===== src/rtl/cache_controller_request_scheduler_if.sv =====
// Stage-1 request scheduler bus: source queue heads, MSHR lookup ports,
// downstream occupancy/backpressure and the registered stage-1 request.
interface cache_controller_request_scheduler_if #(
    parameter int unsigned ADDR_W     = 32,
    parameter int unsigned MSHR_IDX_W = 2,
    parameter int unsigned TID_W      = 2,
    parameter int unsigned SRC_W      = 4
);
    logic                    rsp_valid;
    logic [ADDR_W-1:0]       rsp_address;
    logic                    rsp_dequeue;
    logic                    fwd_valid;
    logic [ADDR_W-1:0]       fwd_address;
    logic [SRC_W-1:0]        fwd_source;
    logic                    fwd_dequeue;
    logic                    core_valid;
    logic [ADDR_W-1:0]       core_address;
    logic [TID_W-1:0]        core_thread_id;
    logic                    core_dequeue;
    logic [3*ADDR_W-1:0]     mshr_lookup_address;
    logic [2:0]              mshr_lookup_hit;
    logic [3*MSHR_IDX_W-1:0] mshr_lookup_index;
    logic                    mshr_full;
    logic                    cc2_pending_valid;
    logic [ADDR_W-1:0]       cc2_pending_address;
    logic                    cc3_pending_valid;
    logic [ADDR_W-1:0]       cc3_pending_address;
    logic                    pipe_stall;
    logic                    cc1_request_valid;
    logic [1:0]              cc1_request_type;
    logic [ADDR_W-1:0]       cc1_request_address;
    logic [TID_W-1:0]        cc1_request_thread_id;
    logic [SRC_W-1:0]        cc1_request_source;
    logic                    cc1_request_mshr_hit;
    logic [MSHR_IDX_W-1:0]   cc1_request_mshr_index;

    modport slave (
        input  rsp_valid, rsp_address, fwd_valid, fwd_address, fwd_source,
               core_valid, core_address, core_thread_id,
               mshr_lookup_hit, mshr_lookup_index, mshr_full,
               cc2_pending_valid, cc2_pending_address,
               cc3_pending_valid, cc3_pending_address, pipe_stall,
        output rsp_dequeue, fwd_dequeue, core_dequeue, mshr_lookup_address,
               cc1_request_valid, cc1_request_type, cc1_request_address,
               cc1_request_thread_id, cc1_request_source,
               cc1_request_mshr_hit, cc1_request_mshr_index
    );

    modport master (
        output rsp_valid, rsp_address, fwd_valid, fwd_address, fwd_source,
               core_valid, core_address, core_thread_id,
               mshr_lookup_hit, mshr_lookup_index, mshr_full,
               cc2_pending_valid, cc2_pending_address,
               cc3_pending_valid, cc3_pending_address, pipe_stall,
        input  rsp_dequeue, fwd_dequeue, core_dequeue, mshr_lookup_address,
               cc1_request_valid, cc1_request_type, cc1_request_address,
               cc1_request_thread_id, cc1_request_source,
               cc1_request_mshr_hit, cc1_request_mshr_index
    );
endinterface


===== src/rtl/cache_controller_request_scheduler.sv =====
// L1 cache controller stage 1: arbitrates rsp > fwd > core (core promoted over fwd
// when starved), blocks on set hazards / MSHR state / stall, registers one grant per cycle.
module cache_controller_request_scheduler #(
    parameter int unsigned ADDR_W       = 32,
    parameter int unsigned OFF_W        = 6,
    parameter int unsigned SET_W        = 6,
    parameter int unsigned MSHR_IDX_W   = 2,
    parameter int unsigned TID_W        = 2,
    parameter int unsigned SRC_W        = 4,
    parameter int unsigned STARVE_LIMIT = 16
) (
    input logic                                 clk,
    input logic                                 reset,
    cache_controller_request_scheduler_if.slave bus
);
    localparam int unsigned CNT_W = $clog2(STARVE_LIMIT + 1);

    typedef enum logic [1:0] {
        REQ_NONE = 2'd0,
        REQ_RSP  = 2'd1,
        REQ_FWD  = 2'd2,
        REQ_CORE = 2'd3
    } req_type_e;

    function automatic logic [SET_W-1:0] set_of(input logic [ADDR_W-1:0] a);
        return a[OFF_W+SET_W-1:OFF_W];
    endfunction

    function automatic logic hazard(input logic [ADDR_W-1:0] a,
                                    input logic v2, input logic [ADDR_W-1:0] a2,
                                    input logic v3, input logic [ADDR_W-1:0] a3);
        return (v2 && set_of(a) == set_of(a2)) || (v3 && set_of(a) == set_of(a3));
    endfunction

    logic                  elig_rsp, elig_fwd, elig_core, starving;
    req_type_e             grant;
    logic [CNT_W-1:0]      starve_cnt_q, starve_cnt_d;
    logic                  valid_q, valid_d, hit_q, hit_d;
    logic [1:0]            type_q, type_d;
    logic [ADDR_W-1:0]     addr_q, addr_d;
    logic [TID_W-1:0]      tid_q, tid_d;
    logic [SRC_W-1:0]      src_q, src_d;
    logic [MSHR_IDX_W-1:0] idx_q, idx_d;
    logic                  unused_pending_bits;

    // Only the set-index bits of the pending addresses take part in hazard checks.
    assign unused_pending_bits = ^{bus.cc2_pending_address, bus.cc3_pending_address};

    assign bus.mshr_lookup_address = {bus.core_address, bus.fwd_address, bus.rsp_address};

    assign starving = (starve_cnt_q == CNT_W'(STARVE_LIMIT));

    always_comb begin
        elig_rsp  = bus.rsp_valid
                  && !hazard(bus.rsp_address, bus.cc2_pending_valid, bus.cc2_pending_address,
                             bus.cc3_pending_valid, bus.cc3_pending_address);
        elig_fwd  = bus.fwd_valid && !bus.mshr_lookup_hit[1]
                  && !hazard(bus.fwd_address, bus.cc2_pending_valid, bus.cc2_pending_address,
                             bus.cc3_pending_valid, bus.cc3_pending_address);
        elig_core = bus.core_valid && !bus.mshr_lookup_hit[2] && !bus.mshr_full
                  && !hazard(bus.core_address, bus.cc2_pending_valid, bus.cc2_pending_address,
                             bus.cc3_pending_valid, bus.cc3_pending_address);
    end

    always_comb begin
        grant = REQ_NONE;
        if (!bus.pipe_stall) begin
            if (elig_rsp)                   grant = REQ_RSP;
            else if (starving && elig_core) grant = REQ_CORE;
            else if (elig_fwd)              grant = REQ_FWD;
            else if (elig_core)             grant = REQ_CORE;
        end
    end

    // Dequeues are gated by reset so an in-flight grant never pops a head.
    assign bus.rsp_dequeue  = (grant == REQ_RSP)  && !reset;
    assign bus.fwd_dequeue  = (grant == REQ_FWD)  && !reset;
    assign bus.core_dequeue = (grant == REQ_CORE) && !reset;

    always_comb begin
        valid_d = 1'b0;
        type_d  = type_q;
        addr_d  = addr_q;
        tid_d   = tid_q;
        src_d   = src_q;
        hit_d   = hit_q;
        idx_d   = idx_q;
        case (grant)
            REQ_RSP: begin
                valid_d = 1'b1;
                type_d  = REQ_RSP;
                addr_d  = bus.rsp_address;
                tid_d   = '0;
                src_d   = '0;
                hit_d   = bus.mshr_lookup_hit[0];
                idx_d   = bus.mshr_lookup_index[0 +: MSHR_IDX_W];
            end
            REQ_FWD: begin
                valid_d = 1'b1;
                type_d  = REQ_FWD;
                addr_d  = bus.fwd_address;
                tid_d   = '0;
                src_d   = bus.fwd_source;
                hit_d   = bus.mshr_lookup_hit[1];
                idx_d   = bus.mshr_lookup_index[MSHR_IDX_W +: MSHR_IDX_W];
            end
            REQ_CORE: begin
                valid_d = 1'b1;
                type_d  = REQ_CORE;
                addr_d  = bus.core_address;
                tid_d   = bus.core_thread_id;
                src_d   = '0;
                hit_d   = bus.mshr_lookup_hit[2];
                idx_d   = bus.mshr_lookup_index[2*MSHR_IDX_W +: MSHR_IDX_W];
            end
            default: ;
        endcase
    end

    // Counts every cycle a waiting core head is passed over, stall cycles included.
    always_comb begin
        starve_cnt_d = starve_cnt_q;
        if (!bus.core_valid || grant == REQ_CORE) starve_cnt_d = '0;
        else if (!starving)                       starve_cnt_d = starve_cnt_q + CNT_W'(1);
    end

    always_ff @(posedge clk or posedge reset) begin
        if (reset) begin
            starve_cnt_q <= '0;
            valid_q      <= 1'b0;
            type_q       <= '0;
            addr_q       <= '0;
            tid_q        <= '0;
            src_q        <= '0;
            hit_q        <= 1'b0;
            idx_q        <= '0;
        end else begin
            starve_cnt_q <= starve_cnt_d;
            valid_q      <= valid_d;
            type_q       <= type_d;
            addr_q       <= addr_d;
            tid_q        <= tid_d;
            src_q        <= src_d;
            hit_q        <= hit_d;
            idx_q        <= idx_d;
        end
    end

    assign bus.cc1_request_valid      = valid_q;
    assign bus.cc1_request_type       = type_q;
    assign bus.cc1_request_address    = addr_q;
    assign bus.cc1_request_thread_id  = tid_q;
    assign bus.cc1_request_source     = src_q;
    assign bus.cc1_request_mshr_hit   = hit_q;
    assign bus.cc1_request_mshr_index = idx_q;

    // A response must always find its MSHR entry.
    rsp_hits_mshr_a: assert property (@(posedge clk) disable iff (reset)
        bus.rsp_dequeue |-> bus.mshr_lookup_hit[0])
        else $error("response granted without MSHR hit");
endmodule


===== src/flat_wrapper.sv =====
// flat-port wrapper written by rule: the top's interface ports become plain ports
module cache_controller_request_scheduler_flat 
#(
    parameter int unsigned ADDR_W       = 32,
    parameter int unsigned OFF_W        = 6,
    parameter int unsigned SET_W        = 6,
    parameter int unsigned MSHR_IDX_W   = 2,
    parameter int unsigned TID_W        = 2,
    parameter int unsigned SRC_W        = 4,
    parameter int unsigned STARVE_LIMIT = 16
)
  (clk, reset, bus_rsp_valid, bus_rsp_address, bus_fwd_valid, bus_fwd_address, bus_fwd_source, bus_core_valid, bus_core_address, bus_core_thread_id, bus_mshr_lookup_hit, bus_mshr_lookup_index, bus_mshr_full, bus_cc2_pending_valid, bus_cc2_pending_address, bus_cc3_pending_valid, bus_cc3_pending_address, bus_pipe_stall, bus_rsp_dequeue, bus_fwd_dequeue, bus_core_dequeue, bus_mshr_lookup_address, bus_cc1_request_valid, bus_cc1_request_type, bus_cc1_request_address, bus_cc1_request_thread_id, bus_cc1_request_source, bus_cc1_request_mshr_hit, bus_cc1_request_mshr_index);
  cache_controller_request_scheduler_if #(.ADDR_W(ADDR_W), .MSHR_IDX_W(MSHR_IDX_W), .TID_W(TID_W), .SRC_W(SRC_W)) bus_i ();
  input logic clk;
  input logic reset;
  input wire logic [$bits(bus_i.rsp_valid)-1:0] bus_rsp_valid;
  input wire logic [$bits(bus_i.rsp_address)-1:0] bus_rsp_address;
  input wire logic [$bits(bus_i.fwd_valid)-1:0] bus_fwd_valid;
  input wire logic [$bits(bus_i.fwd_address)-1:0] bus_fwd_address;
  input wire logic [$bits(bus_i.fwd_source)-1:0] bus_fwd_source;
  input wire logic [$bits(bus_i.core_valid)-1:0] bus_core_valid;
  input wire logic [$bits(bus_i.core_address)-1:0] bus_core_address;
  input wire logic [$bits(bus_i.core_thread_id)-1:0] bus_core_thread_id;
  input wire logic [$bits(bus_i.mshr_lookup_hit)-1:0] bus_mshr_lookup_hit;
  input wire logic [$bits(bus_i.mshr_lookup_index)-1:0] bus_mshr_lookup_index;
  input wire logic [$bits(bus_i.mshr_full)-1:0] bus_mshr_full;
  input wire logic [$bits(bus_i.cc2_pending_valid)-1:0] bus_cc2_pending_valid;
  input wire logic [$bits(bus_i.cc2_pending_address)-1:0] bus_cc2_pending_address;
  input wire logic [$bits(bus_i.cc3_pending_valid)-1:0] bus_cc3_pending_valid;
  input wire logic [$bits(bus_i.cc3_pending_address)-1:0] bus_cc3_pending_address;
  input wire logic [$bits(bus_i.pipe_stall)-1:0] bus_pipe_stall;
  output wire logic [$bits(bus_i.rsp_dequeue)-1:0] bus_rsp_dequeue;
  output wire logic [$bits(bus_i.fwd_dequeue)-1:0] bus_fwd_dequeue;
  output wire logic [$bits(bus_i.core_dequeue)-1:0] bus_core_dequeue;
  output wire logic [$bits(bus_i.mshr_lookup_address)-1:0] bus_mshr_lookup_address;
  output wire logic [$bits(bus_i.cc1_request_valid)-1:0] bus_cc1_request_valid;
  output wire logic [$bits(bus_i.cc1_request_type)-1:0] bus_cc1_request_type;
  output wire logic [$bits(bus_i.cc1_request_address)-1:0] bus_cc1_request_address;
  output wire logic [$bits(bus_i.cc1_request_thread_id)-1:0] bus_cc1_request_thread_id;
  output wire logic [$bits(bus_i.cc1_request_source)-1:0] bus_cc1_request_source;
  output wire logic [$bits(bus_i.cc1_request_mshr_hit)-1:0] bus_cc1_request_mshr_hit;
  output wire logic [$bits(bus_i.cc1_request_mshr_index)-1:0] bus_cc1_request_mshr_index;
  assign bus_i.rsp_valid = bus_rsp_valid;
  assign bus_i.rsp_address = bus_rsp_address;
  assign bus_i.fwd_valid = bus_fwd_valid;
  assign bus_i.fwd_address = bus_fwd_address;
  assign bus_i.fwd_source = bus_fwd_source;
  assign bus_i.core_valid = bus_core_valid;
  assign bus_i.core_address = bus_core_address;
  assign bus_i.core_thread_id = bus_core_thread_id;
  assign bus_i.mshr_lookup_hit = bus_mshr_lookup_hit;
  assign bus_i.mshr_lookup_index = bus_mshr_lookup_index;
  assign bus_i.mshr_full = bus_mshr_full;
  assign bus_i.cc2_pending_valid = bus_cc2_pending_valid;
  assign bus_i.cc2_pending_address = bus_cc2_pending_address;
  assign bus_i.cc3_pending_valid = bus_cc3_pending_valid;
  assign bus_i.cc3_pending_address = bus_cc3_pending_address;
  assign bus_i.pipe_stall = bus_pipe_stall;
  assign bus_rsp_dequeue = bus_i.rsp_dequeue;
  assign bus_fwd_dequeue = bus_i.fwd_dequeue;
  assign bus_core_dequeue = bus_i.core_dequeue;
  assign bus_mshr_lookup_address = bus_i.mshr_lookup_address;
  assign bus_cc1_request_valid = bus_i.cc1_request_valid;
  assign bus_cc1_request_type = bus_i.cc1_request_type;
  assign bus_cc1_request_address = bus_i.cc1_request_address;
  assign bus_cc1_request_thread_id = bus_i.cc1_request_thread_id;
  assign bus_cc1_request_source = bus_i.cc1_request_source;
  assign bus_cc1_request_mshr_hit = bus_i.cc1_request_mshr_hit;
  assign bus_cc1_request_mshr_index = bus_i.cc1_request_mshr_index;
  cache_controller_request_scheduler #(.ADDR_W(ADDR_W), .OFF_W(OFF_W), .SET_W(SET_W), .MSHR_IDX_W(MSHR_IDX_W), .TID_W(TID_W), .SRC_W(SRC_W), .STARVE_LIMIT(STARVE_LIMIT)) u_core (.clk(clk), .reset(reset), .bus(bus_i));
endmodule

===== config.mk =====
export PLATFORM = sky130hd
export DESIGN_NAME = cache_controller_request_scheduler_flat
export DESIGN_NICKNAME = d
export VERILOG_FILES = /design/src/rtl/cache_controller_request_scheduler_if.sv /design/src/rtl/cache_controller_request_scheduler.sv /design/src/flat_wrapper.sv
export SDC_FILE = /design/constraint.sdc
export NUM_CORES = 1
export LEC_CHECK = 0
export ABC_AREA = 1
export BUFFER_PORTS_ARGS = -buffer_cell sky130_fd_sc_hd__buf_4
export CAP_MARGIN = 20
export CORE_AREA = 2 2 128 130
export CTS_CLUSTER_SIZE = 14
export DETAILED_ROUTE_END_ITERATION = 16
export DIE_AREA = 0 0 130 132
export SYNTH_ARGS = -nofsm -noshare
export SYNTH_HDL_FRONTEND = slang
export SYNTH_SLANG_ARGS = --single-unit

===== constraint.sdc =====
create_clock -name clk -period 3.2 [get_ports clk]
set_clock_uncertainty 0.2 [all_clocks]
set_input_delay 0.64 -clock clk [delete_from_list [all_inputs] [get_ports clk]]
set_output_delay 0.64 -clock clk [all_outputs]
set_load 0.1 [all_outputs]

==> results.json <==
{
  "status": "finished clean",
  "dominant_combinational_cell_family_by_area_after_synthesis": "simple AND/OR/NAND/NOR gates",
  "num_cts_buffers": 5,
  "max_cap_viols": 0,
  "cts_buffer_depth": 2,
  "global_route_total_usage_across_every_layer_pct": 16.58,
  "endpoint_kind_of_the_worst_setup_timing_path": "output pin",
  "port_buffers": 274,
  "ys_seq_area_share_pct": 28.97,
  "first_iter_violations": 192,
  "clkLatencyLatePin_ps": 290,
  "pre_cts_ws_ps": 92.71,
  "routed_via_density": 4.217,
  "row_count": 46,
  "netlist_top_cells_count": "sky130_fd_sc_hd__nand2_1, sky130_fd_sc_hd__nor2_1, sky130_fd_sc_hd__buf_4, sky130_fd_sc_hd__nand3_1, sky130_fd_sc_hd__dfrtp_1",
  "first_pass_iters": 4,
  "synth_xor_area_share_pct": 1.035,
  "cp.depth": 13,
  "cts_setup_buffers": 0,
  "synthesis.yosys.warnings": 0,
  "synth_enable_flop_cells": 0,
  "largest_net_degree_at_the_start_of_global_routing": 55,
  "vdd.ir_drop.worst_mv": 0.1858,
  "grt_first_pass_wirelength_um": 22600,
  "worst_slew_margin_rel_pct": 54.74,
  "synthAdderAreaFrac_pct": 0.5912,
  "dieArea_um2": 17160,
  "globalRoute.busiestLayer": "met2",
  "setup-violations-final": 0,
  "synthDistinctLibCells": 29,
  "worst_ep_arrival_time_ps": 2150,
  "drc": 0,
  "post-route-util_pct": 38.66,
  "finalWorstPathRequiredPeriod_ps": 2992,
  "setup.worst_path.start_class": "input pin",
  "average_routed_wire_per_standard_cell_um": 13.48,
  "syn_inst": 686,
  "synth.ff_latch_count": 49,
  "p_leak_nw": 3.392,
  "globalplace.congestion": 0.9064,
  "vias_in_the_first_global_route": 4307,
  "detailroute.via_count": 4554,
  "antenna_left": 0,
  "nets_finish": 1049,
  "grt_setup_unrepaired": "no",
  "hold_path.class": "reg -> reg",
  "critical_path.n_buffers_inverters": 4,
  "grt_antenna_before_repair": 0,
  "crit_type": "in -> out",
  "critPathSlowestCell": "sky130_fd_sc_hd__buf_4",
  "worst_hold_path.num_cells": 2,
  "met3_global_route_usage_pct": 2.151,
  "die_width_um": 130,
  "synth.top_cell.area_share_pct": 28.97,
  "ys_top_cells_by_area": "sky130_fd_sc_hd__dfrtp_1, sky130_fd_sc_hd__nand2_1, sky130_fd_sc_hd__buf_4, sky130_fd_sc_hd__nor2_1, sky130_fd_sc_hd__nand3_1",
  "grt_use_met1_pct": 22.23,
  "synth_area_leader_cell": "sky130_fd_sc_hd__dfrtp_1",
  "ys_dominant_reg_cell": "sky130_fd_sc_hd__dfrtp_1",
  "final-hold-violation-count": 0,
  "dpl.hpwl_um": 11380,
  "post_route_cells_drive_above_1_share_pct": 37.50,
  "fin_crit_sh_pct": 93.50,
  "reg2regPathDepth": 13,
  "synthMostInstantiatedCell": "sky130_fd_sc_hd__nand2_1",
  "tritoncts_num_sinks": 49,
  "floorplan.io_pins": 327,
  "timing_max_transition_violations_final": 0,
  "power_per_cell_area_nw_per_um2": 526.0,
  "worst_ep_required_time_ps": 2360,
  "summed_instance_area_of_the_synthesized_netlist_um2": 4233,
  "chipHeight_um": 132,
  "htree_num_levels": 2,
  "grtUsageMet2_pct": 28.30,
  "critical_path_cell_sequence": "buf_4, inv_1, nand2_1, nand3_1, nor2_1, nand3_1, nand3_1, nand2_1, nand3_4, nor2_8, inv_1, nor2_2, buf_4",
  "grt_remaining_overflow": 0,
  "tritoncts": "yes",
  "timing.critical_path.max_delay_family": "simple AND/OR/NAND/NOR gates",
  "synth_mux_area_share_pct": 0,
  "worst_slew_pin_slew_ps": 678.8,
  "synth_area_in_simple_gates_pct": 41.80,
  "worst_path_largest_cell_delay_ps": 300,
  "route.final.wire_length_um": 14560,
  "layout_setup_ws_ps": 208.0,
  "worstPathMaxFanout": 5,
  "reg_clk_slew_reported_paths_ps": 70,
  "fraction_of_registers_with_async_set_reset_pct": 100.0,
  "hold_slack_ps": 302.6,
  "synthesis.nets": 872,
  "core_um2": 15710,
  "post_synth.cell_area_avg_um2": 6.170,
  "initial_utilization_pct": 26.94,
  "clockRootBuffer": "sky130_fd_sc_hd__clkbuf_16",
  "antenna_cells_inserted": 0,
  "path_common_cell": "sky130_fd_sc_hd__nand3_1",
  "max_clock_freq_mhz": 334.2,
  "areaGrowthSynthToFinish_pct": 43.51,
  "compound_cell_area_share_of_the_yosys_netlist_pct": 3.488
}
## cell type report
cell class,count,area (um^2)
Sequential cell,49,1226
Timing Repair Buffer,287,2180
Clock buffer,6,138.9
Fill cell,1722,9638
Tap cell,216,270.3
Multi-Input combinational cell,470,2031
Clock inverter,2,37.54
Inverter,50,191.4
## stage by stage
step / instances / power [mW] / setup TNS (ps) / instance area, um^2
3_5_place_dp: 1072 / 2.583 / 0 / 5891
3_3_place_gp: 1072 / 2.577 / 0 / 5891
2_1_floorplan: 686 / 2.169 / -396.7 / 4252
5_1_grt: 1080 / 3.333 / 0 / 6075
4_1_cts: 1080 / 3.234 / 0 / 6067
6_report: 1080 / 3.195 / 0 / 6075
## per-layer routing
metal | wire (um) | part of all wire (%)
met4 | 182 | 1.3
met3 | 754 | 5.2
met1 | 6614 | 45
met2 | 7007 | 48
met5 | 0 | 0
## sequential cells by signal, indices dropped and copies added (netlist names)
| register | flops |
|---|---|
| u_core.bus.cc1_request_type | 2 |
| u_core.bus.cc1_request_valid | 1 |
| u_core.bus.cc1_request_thread_id | 2 |
| u_core.starve_cnt_q | 5 |
| u_core.bus.cc1_request_mshr_index | 2 |
| u_core.bus.cc1_request_mshr_hit | 1 |
| u_core.bus.cc1_request_address | 32 |
| u_core.bus.cc1_request_source | 4 |
## worst min-delay path, stage by stage, from the launching register on
cell	delay, ps
sky130_fd_sc_hd__dfrtp_1	350
sky130_fd_sc_hd__nand3_1	70
sky130_fd_sc_hd__nand2_1	50
## cells in the final DEF, fill, tap and decap left out, types with 2 or more instances in the layout
cell type / count
sky130_fd_sc_hd__a21oi_1: 3
sky130_fd_sc_hd__a21oi_4: 2
sky130_fd_sc_hd__buf_12: 2
sky130_fd_sc_hd__buf_4: 285
sky130_fd_sc_hd__clkbuf_16: 5
sky130_fd_sc_hd__clkinvlp_4: 2
sky130_fd_sc_hd__dfrtp_1: 49
sky130_fd_sc_hd__ha_1: 2
sky130_fd_sc_hd__inv_1: 33
sky130_fd_sc_hd__inv_2: 15
sky130_fd_sc_hd__nand2_1: 239
sky130_fd_sc_hd__nand3_1: 50
sky130_fd_sc_hd__nand3_2: 2
sky130_fd_sc_hd__nand4_1: 2
sky130_fd_sc_hd__nor2_1: 131
sky130_fd_sc_hd__nor2_2: 3
sky130_fd_sc_hd__nor3_1: 5
sky130_fd_sc_hd__nor3_2: 2
sky130_fd_sc_hd__o21ai_0: 8
sky130_fd_sc_hd__o21ai_1: 8
sky130_fd_sc_hd__xnor2_1: 2
sky130_fd_sc_hd__xor2_1: 3
## logic make-up after synthesis
family,count (synthesis)
compound gates,25
fa+ha+maj,2
simple gates,438
buf+inv,167
flops,49
xor+xnor,5
## path summary, 6_finish.rpt
path | start | endpoint | slack (ps)
setup / recovery | bus_core_address[6] | bus_core_dequeue | 210
hold / removal | u_core.bus.cc1_request_source[2] | u_core.bus.cc1_request_source[2] | 300
setup reg to reg | u_core.starve_cnt_q[0] | u_core.bus.cc1_request_address[30] | 810
hold reg to reg | u_core.bus.cc1_request_source[2] | u_core.bus.cc1_request_source[2] | 300
max in group asynchronous | reset | u_core.bus.cc1_request_address[18] | 1960
min in group asynchronous | reset | u_core.bus.cc1_request_source[1] | 400
## timing repair
item                       in CTS  in global routing
gates resized for setup         0                  2
hold buffers                    0                  0
setup endpoints to repair       0                  2
## power by group
| group | internal [mW] | leakage, nW | switching, mW | total (mW) |
|---|---|---|---|---|
| combinational | 0.399 | 2.73 | 1.41 | 1.81 |
| clock | 0.391 | 0.0831 | 0.244 | 0.635 |
| sequential | 0.703 | 0.575 | 0.0450 | 0.748 |
| total | 1.49 | 3.39 | 1.70 | 3.20 |
Power figures use the tool's default switching activity.
